File: config.mk
export PLATFORM = sky130hd
export DESIGN_NAME = wb_readback_uart
export DESIGN_NICKNAME = d
export VERILOG_FILES = /design/src/rtl/wb_readback_uart.sv
export SDC_FILE = /design/constraint.sdc
export NUM_CORES = 1
export LEC_CHECK = 0
export BUFFER_PORTS_ARGS = -buffer_cell sky130_fd_sc_hd__buf_2
export CAP_MARGIN = 20
export CORE_ASPECT_RATIO = 0.7
export CORE_UTILIZATION = 35
export DETAILED_ROUTE_END_ITERATION = 16
export PLACE_DENSITY = 0.51
export SETUP_SLACK_MARGIN = 0.02
export SLEW_MARGIN = 15
export SYNTH_ARGS = -nofsm -noshare
export SYNTH_HDL_FRONTEND = slang
export SYNTH_SLANG_ARGS = --single-unit
File: constraint.sdc
create_clock -name clk_i -period 3.75 [get_ports clk_i]
set_clock_uncertainty 0.2 [all_clocks]
set_input_delay 0.75 -clock clk_i [delete_from_list [all_inputs] [get_ports clk_i]]
set_output_delay 0.75 -clock clk_i [all_outputs]
set_load 0.05 [all_outputs]
File: src/rtl/wb_readback_uart.sv
`default_nettype none
// ============================================================================
// Module  : wb_readback_uart
// Brief   : Captures acknowledged Wishbone read data into a FIFO and returns
//           it as UART 8N1 frames on a single TX line; flags dropped captures.
// Rev     : 1.0  initial release
// ============================================================================
module wb_readback_uart #(
    parameter int CLKS_PER_BIT = 16,
    parameter int FIFO_AW      = 4
) (
    input  logic       clk_i,
    input  logic       rst_i,
    input  logic       stb_i,
    input  logic       we_i,
    input  logic       ack_i,
    input  logic [7:0] dat_i,
    input  logic       clr_ovf,
    output logic       dout,
    output logic       fifo_empty,
    output logic       fifo_full,
    output logic       overflow,
    output logic       busy
);

    localparam int                 c_baud_w     = $clog2(CLKS_PER_BIT);
    localparam logic [c_baud_w-1:0] c_baud_last = c_baud_w'(CLKS_PER_BIT - 1);
    localparam logic [FIFO_AW:0]   c_count_full = {1'b1, {FIFO_AW{1'b0}}};

    typedef enum logic [1:0] {
        S_IDLE  = 2'd0,
        S_START = 2'd1,
        S_DATA  = 2'd2,
        S_STOP  = 2'd3
    } state_t;

    logic [7:0]         r_mem [0:(1 << FIFO_AW) - 1];
    logic [FIFO_AW-1:0] r_wr_ptr;
    logic [FIFO_AW-1:0] r_rd_ptr;
    logic [FIFO_AW:0]   r_count;
    logic               r_overflow;

    state_t             r_state;
    state_t             w_state_nxt;
    logic [c_baud_w-1:0] r_baud;
    logic [c_baud_w-1:0] w_baud_nxt;
    logic [2:0]         r_bit;
    logic [2:0]         w_bit_nxt;
    logic [7:0]         r_shift;
    logic [7:0]         w_shift_nxt;
    logic               r_dout;
    logic               w_dout_nxt;

    logic               w_push;
    logic               w_pop;
    logic               w_wr_en;
    logic               w_baud_end;

    assign fifo_empty = (r_count == '0);
    assign fifo_full  = (r_count == c_count_full);
    assign overflow   = r_overflow;
    assign busy       = (r_state != S_IDLE);
    assign dout       = r_dout;

    assign w_push     = stb_i & ack_i & ~we_i;
    // A simultaneous pop frees a slot, so a push into a full FIFO still lands.
    assign w_wr_en    = w_push & (~fifo_full | w_pop);
    assign w_baud_end = (r_baud == c_baud_last);

    always_ff @(posedge clk_i) begin
        if (rst_i) begin
            r_wr_ptr   <= '0;
            r_rd_ptr   <= '0;
            r_count    <= '0;
            r_overflow <= 1'b0;
        end else begin
            if (w_wr_en) begin
                r_wr_ptr <= r_wr_ptr + 1'b1;
            end
            if (w_pop) begin
                r_rd_ptr <= r_rd_ptr + 1'b1;
            end
            case ({w_wr_en, w_pop})
                2'b10:   r_count <= r_count + 1'b1;
                2'b01:   r_count <= r_count - 1'b1;
                default: r_count <= r_count;
            endcase
            if (w_push & fifo_full & ~w_pop) begin
                r_overflow <= 1'b1;
            end else if (clr_ovf) begin
                r_overflow <= 1'b0;
            end
        end
    end

    always_ff @(posedge clk_i) begin
        if (w_wr_en) begin
            r_mem[r_wr_ptr] <= dat_i;
        end
    end

    always_ff @(posedge clk_i) begin
        if (rst_i) begin
            r_state <= S_IDLE;
            r_baud  <= '0;
            r_bit   <= '0;
            r_shift <= '0;
            r_dout  <= 1'b1;
        end else begin
            r_state <= w_state_nxt;
            r_baud  <= w_baud_nxt;
            r_bit   <= w_bit_nxt;
            r_shift <= w_shift_nxt;
            r_dout  <= w_dout_nxt;
        end
    end

    // The line level is registered, so dout trails the state by one cycle.
    always_comb begin
        w_state_nxt = r_state;
        w_baud_nxt  = r_baud;
        w_bit_nxt   = r_bit;
        w_shift_nxt = r_shift;
        w_pop       = 1'b0;
        w_dout_nxt  = 1'b1;
        case (r_state)
            S_IDLE: begin
                if (!fifo_empty) begin
                    w_pop       = 1'b1;
                    w_shift_nxt = r_mem[r_rd_ptr];
                    w_baud_nxt  = '0;
                    w_state_nxt = S_START;
                end
            end
            S_START: begin
                w_dout_nxt = 1'b0;
                if (w_baud_end) begin
                    w_baud_nxt  = '0;
                    w_bit_nxt   = '0;
                    w_state_nxt = S_DATA;
                end else begin
                    w_baud_nxt = r_baud + 1'b1;
                end
            end
            S_DATA: begin
                w_dout_nxt = r_shift[0];
                if (w_baud_end) begin
                    w_baud_nxt  = '0;
                    w_shift_nxt = {1'b0, r_shift[7:1]};
                    if (r_bit == 3'd7) begin
                        w_state_nxt = S_STOP;
                    end else begin
                        w_bit_nxt = r_bit + 1'b1;
                    end
                end else begin
                    w_baud_nxt = r_baud + 1'b1;
                end
            end
            S_STOP: begin
                if (w_baud_end) begin
                    w_baud_nxt  = '0;
                    w_state_nxt = S_IDLE;
                end else begin
                    w_baud_nxt = r_baud + 1'b1;
                end
            end
            default: begin
                w_state_nxt = S_IDLE;
            end
        endcase
    end

endmodule
`default_nettype wire
==> run_results.csv <==
group,metric,value,unit
drt,ant_nets,0,
clock_network,cts_resized,0,
clock_network,clock-root-buffer,"clkbuf_16",
power,clockPowerShare,35.9,%
global_route,antenna_found_initial,0,
timing,rsz0062_at_grt,"false",
yosys,syn_area,6790,um2
worst_setup_path,r2r-end,"r_count[4]$_SDFFE_PP0P_",
global_route,grt_pass1_vias,3882,
global_route,track_usage,16.8,%
yosys,synth-seq-area-share,67.2,%
yosys,yosysWarnings,0,
floorplan,die_w,168,um
cells_and_area,mostFrequentLayoutCells,"128 x edfxtp_1, 36 x nor2_1, 35 x dfxtp_1",
power,power_density,699,nW/um2
worst_hold_path,hp-start,"r_bit[1]$_SDFFE_PP0P_",
floorplan,pin_count,19,
cells_and_area,ff_latch_area,4570,um2
worst_setup_path,worst-setup-path-type,"reg2reg",
clock_network,cts.path.max_buffers,2,
run_status,status,"completed",
cells_and_area,final_util,42.1,%
yosys,synth-seq-cells,164,
yosys,synth_cell_types,49,
cells_and_area,fill_cells,1706,
global_route,grt_pass1_wl,23900,um
placed_design,io_buffers,18,
yosys,synth_ff_type,"edfxtp_1",
cells_and_area,layout_commonest_cell,"edfxtp_1",
worst_setup_path,r2r-start,"r_count[0]$_SDFFE_PP0P_",
drt,wl_per_cell,20.1,um
clock_network,clkSlewWorstSetupHoldPaths,0.06,ns
clock_network,insertion_delay,0.42,ns
global_route,grt_max_degree,29,
cells_and_area,fin_cells,762,
placed_design,gp_congestion,0.757,
drt,first_pass_iters,4,
floorplan,design.core.area,19000,um2
cells_and_area,final_layout_size_suffix_gt1_share,21.7,%
timing,report.final.slew_viol_count,0,
floorplan,dieHeight,119,um
timing,finalSetupViolCount,0,
clock_network,clkSinkCount,164,
cells_and_area,antennaDiodeCount,0,
yosys,netlist_instances,444,
worst_setup_path,crit_path_start_kind,"flop",
timing,setup-tns-final,0,ns
drt,drt_wl_total,15300,um
cells_and_area,multi_input_area,2070,um2
worst_hold_path,whs_path_depth,2,
cells_and_area,nets,517,
yosys,synth_nets,475,
clock_network,tritoncts.num_buffers,17,
timing,slew_headroom,35.0,%
power,p_comb_share,24.4,%
power,p_leak,2.68,nW
drt,drc,0,
global_route,gr-total-overflow,0,
worst_hold_path,holdPathEnd,"r_bit[1]$_SDFFE_PP0P_",
power,intPower,0.00398,W
timing,finalCritPeriodShare,84.2,%
worst_setup_path,crit_arrival,3.23,ns
cells_and_area,syn_to_final_growth,17.7,%
timing,period_needed,3.16,ns
yosys,async_flop_share,0,%
power,ir_drop,0.000294,V
yosys,avgSynthCellArea,15.3,um2
worst_setup_path,critPathMaxFanout,7,
power,netSwitchingPower,0.00160,W
yosys,synth_edf_count,128,
worst_hold_path,min_path_type,"reg2reg",
floorplan,start_util,35.8,%
drt,drt_iter0_drc,321,
timing,final_hold_viol_count,0,
worst_setup_path,rrSetupSlack,0.59,ns
power,sequentialPowerShare,39.6,%
floorplan,rows,42,
worst_setup_path,worst-r2r-cell-count,10,
placed_design,dp_hpwl,10200,um
worst_setup_path,crit_start,"r_count[0]$_SDFFE_PP0P_",
timing,clock.fmax,317,MHz
timing,tightest_slew,0.974,ns
drt,via_per_inst,4.99,
job,maxCapViolCount,0,
clock_network,hold_buffers,0,
clock_network,cts_tree,"yes",
placed_design,place_inst,731,
clock_network,cts_setup_buffers,0,
clock_network,h-tree-depth,4,
floorplan,dieArea,20000,um2
worst_setup_path,worstPathRequired,3.83,ns
worst_setup_path,crit_path_end_kind,"flop",
drt,routed-via-count,3799,
power,swShare,28.7,%
-- sequential cells by signal, indices dropped and copies added (netlist names), named ones only --
signal	flops
dout	1
overflow	1
r_baud	4
r_bit	3
r_count	5
r_mem	128
r_rd_ptr	4
r_shift	8
r_state	2
r_wr_ptr	4
-- cell type report --
type	count	area share, %
flip-flops and latches	164	57.1
multi-input cells	246	26.0
clock buffers	18	5.37
well taps	264	4.13
repair buffers	45	3.66
clock inverters	13	3.18
inverters	12	0.564
-- cell usage after synthesis (2+ instances only) --
| cell type | n | share of area, % |
|---|---|---|
| buf_6 | 2 | 0.33 |
| nand4_1 | 2 | 0.18 |
| xor2_1 | 4 | 0.52 |
| xnor2_1 | 5 | 0.65 |
| nand3b_1 | 3 | 0.33 |
| a211oi_1 | 3 | 0.33 |
| nor3_1 | 8 | 0.59 |
| nor3b_1 | 2 | 0.22 |
| nand2_1 | 31 | 1.7 |
| a221oi_1 | 6 | 0.77 |
| clkbuf_1 | 15 | 0.83 |
| o21ai_0 | 10 | 0.74 |
| nor2_1 | 36 | 2.0 |
| nand2b_1 | 10 | 0.92 |
| a32o_1 | 7 | 1.0 |
| nand3_1 | 10 | 0.74 |
| inv_1 | 12 | 0.66 |
| nor2b_1 | 5 | 0.46 |
| o21ai_1 | 6 | 0.44 |
| mux2i_1 | 20 | 2.9 |
| dfxtp_1 | 36 | 11 |
| edfxtp_1 | 128 | 57 |
| buf_2 | 3 | 0.22 |
| a21oi_1 | 11 | 0.81 |
| ha_1 | 16 | 2.9 |
| nor4_1 | 2 | 0.18 |
| mux4_2 | 26 | 8.6 |
| o211ai_1 | 2 | 0.22 |
| o21bai_1 | 2 | 0.22 |
| and3_1 | 2 | 0.18 |
-- worst max path at each step --
stage	endpoint	cells after the start
final	r_count[4]$_SDFFE_PP0P_	10
after global routing	r_count[4]$_SDFFE_PP0P_	10
after CTS	r_count[4]$_SDFFE_PP0P_	10
after detailed placement	r_count[4]$_SDFFE_PP0P_	10
after global placement	r_count[4]$_SDFFE_PP0P_	11
after floorplan	r_count[4]$_SDFFE_PP0P_	11
-- per-stage QoR --
step | instance area [um2] | power, W | setup slack (ns) | hold WS, ns
after global placement | 7310 | 0.00360 | 0.774 | 0.243
after global routing | 7990 | 0.00587 | 0.423 | 0.281
final | 7990 | 0.00559 | 0.592 | 0.258
after CTS | 7990 | 0.00565 | 0.616 | 0.261
after floorplan | 6790 | 0.00325 | 0.849 | 0.233
after detailed placement | 7310 | 0.00362 | 0.650 | 0.250
-- critical path: stages, from the launching register on --
cell and delay (ns):
dfxtp_1 0.33, or4_4 0.61, o21a_4 0.26, nand2_1 0.11, inv_1 0.09, ha_1 0.32, nor2b_1 0.14, o21ai_0 0.39
a211oi_1 0.18, nor4b_1 0.31, a211oi_1 0.09
-- power by group through the flow --
stage,Combinational [W],Clock [W],Sequential [W]
2_1_floorplan,0.00109,0,0.00216
3_3_place_gp,0.00135,0,0.00225
3_5_place_dp,0.00136,0,0.00226
4_1_cts,0.00137,0.00206,0.00222
5_1_grt,0.00151,0.00212,0.00224
6_report,0.00137,0.00201,0.00221
-- cells by family (layout without fill, tap and decap cells) --
family / count (synthesis) / count (layout) / synth area share [%]
mux: 47 / 47 / 11.9
xor+xnor: 9 / 9 / 1.16
fa+ha+maj: 17 / 17 / 3.24
compound gates: 56 / 56 / 5.90
buf+inv: 34 / 88 / 2.21
flops: 164 / 164 / 67.2
simple gates: 117 / 117 / 8.35
-- per-layer routing --
| layer | global-route usage [%] | vias to the layer above | share of wire (%) |
|---|---|---|---|
| met4 | 6.14 | 0 | 0.55 |
| met1 | 26.8 | 1947 | 51 |
| li1 | - | 1781 | - |
| met3 | 3.72 | 5 | 6.1 |
| met5 | 0 | - | 0 |
| met2 | 21.9 | 66 | 42 |
Power figures use the tool's default switching activity.
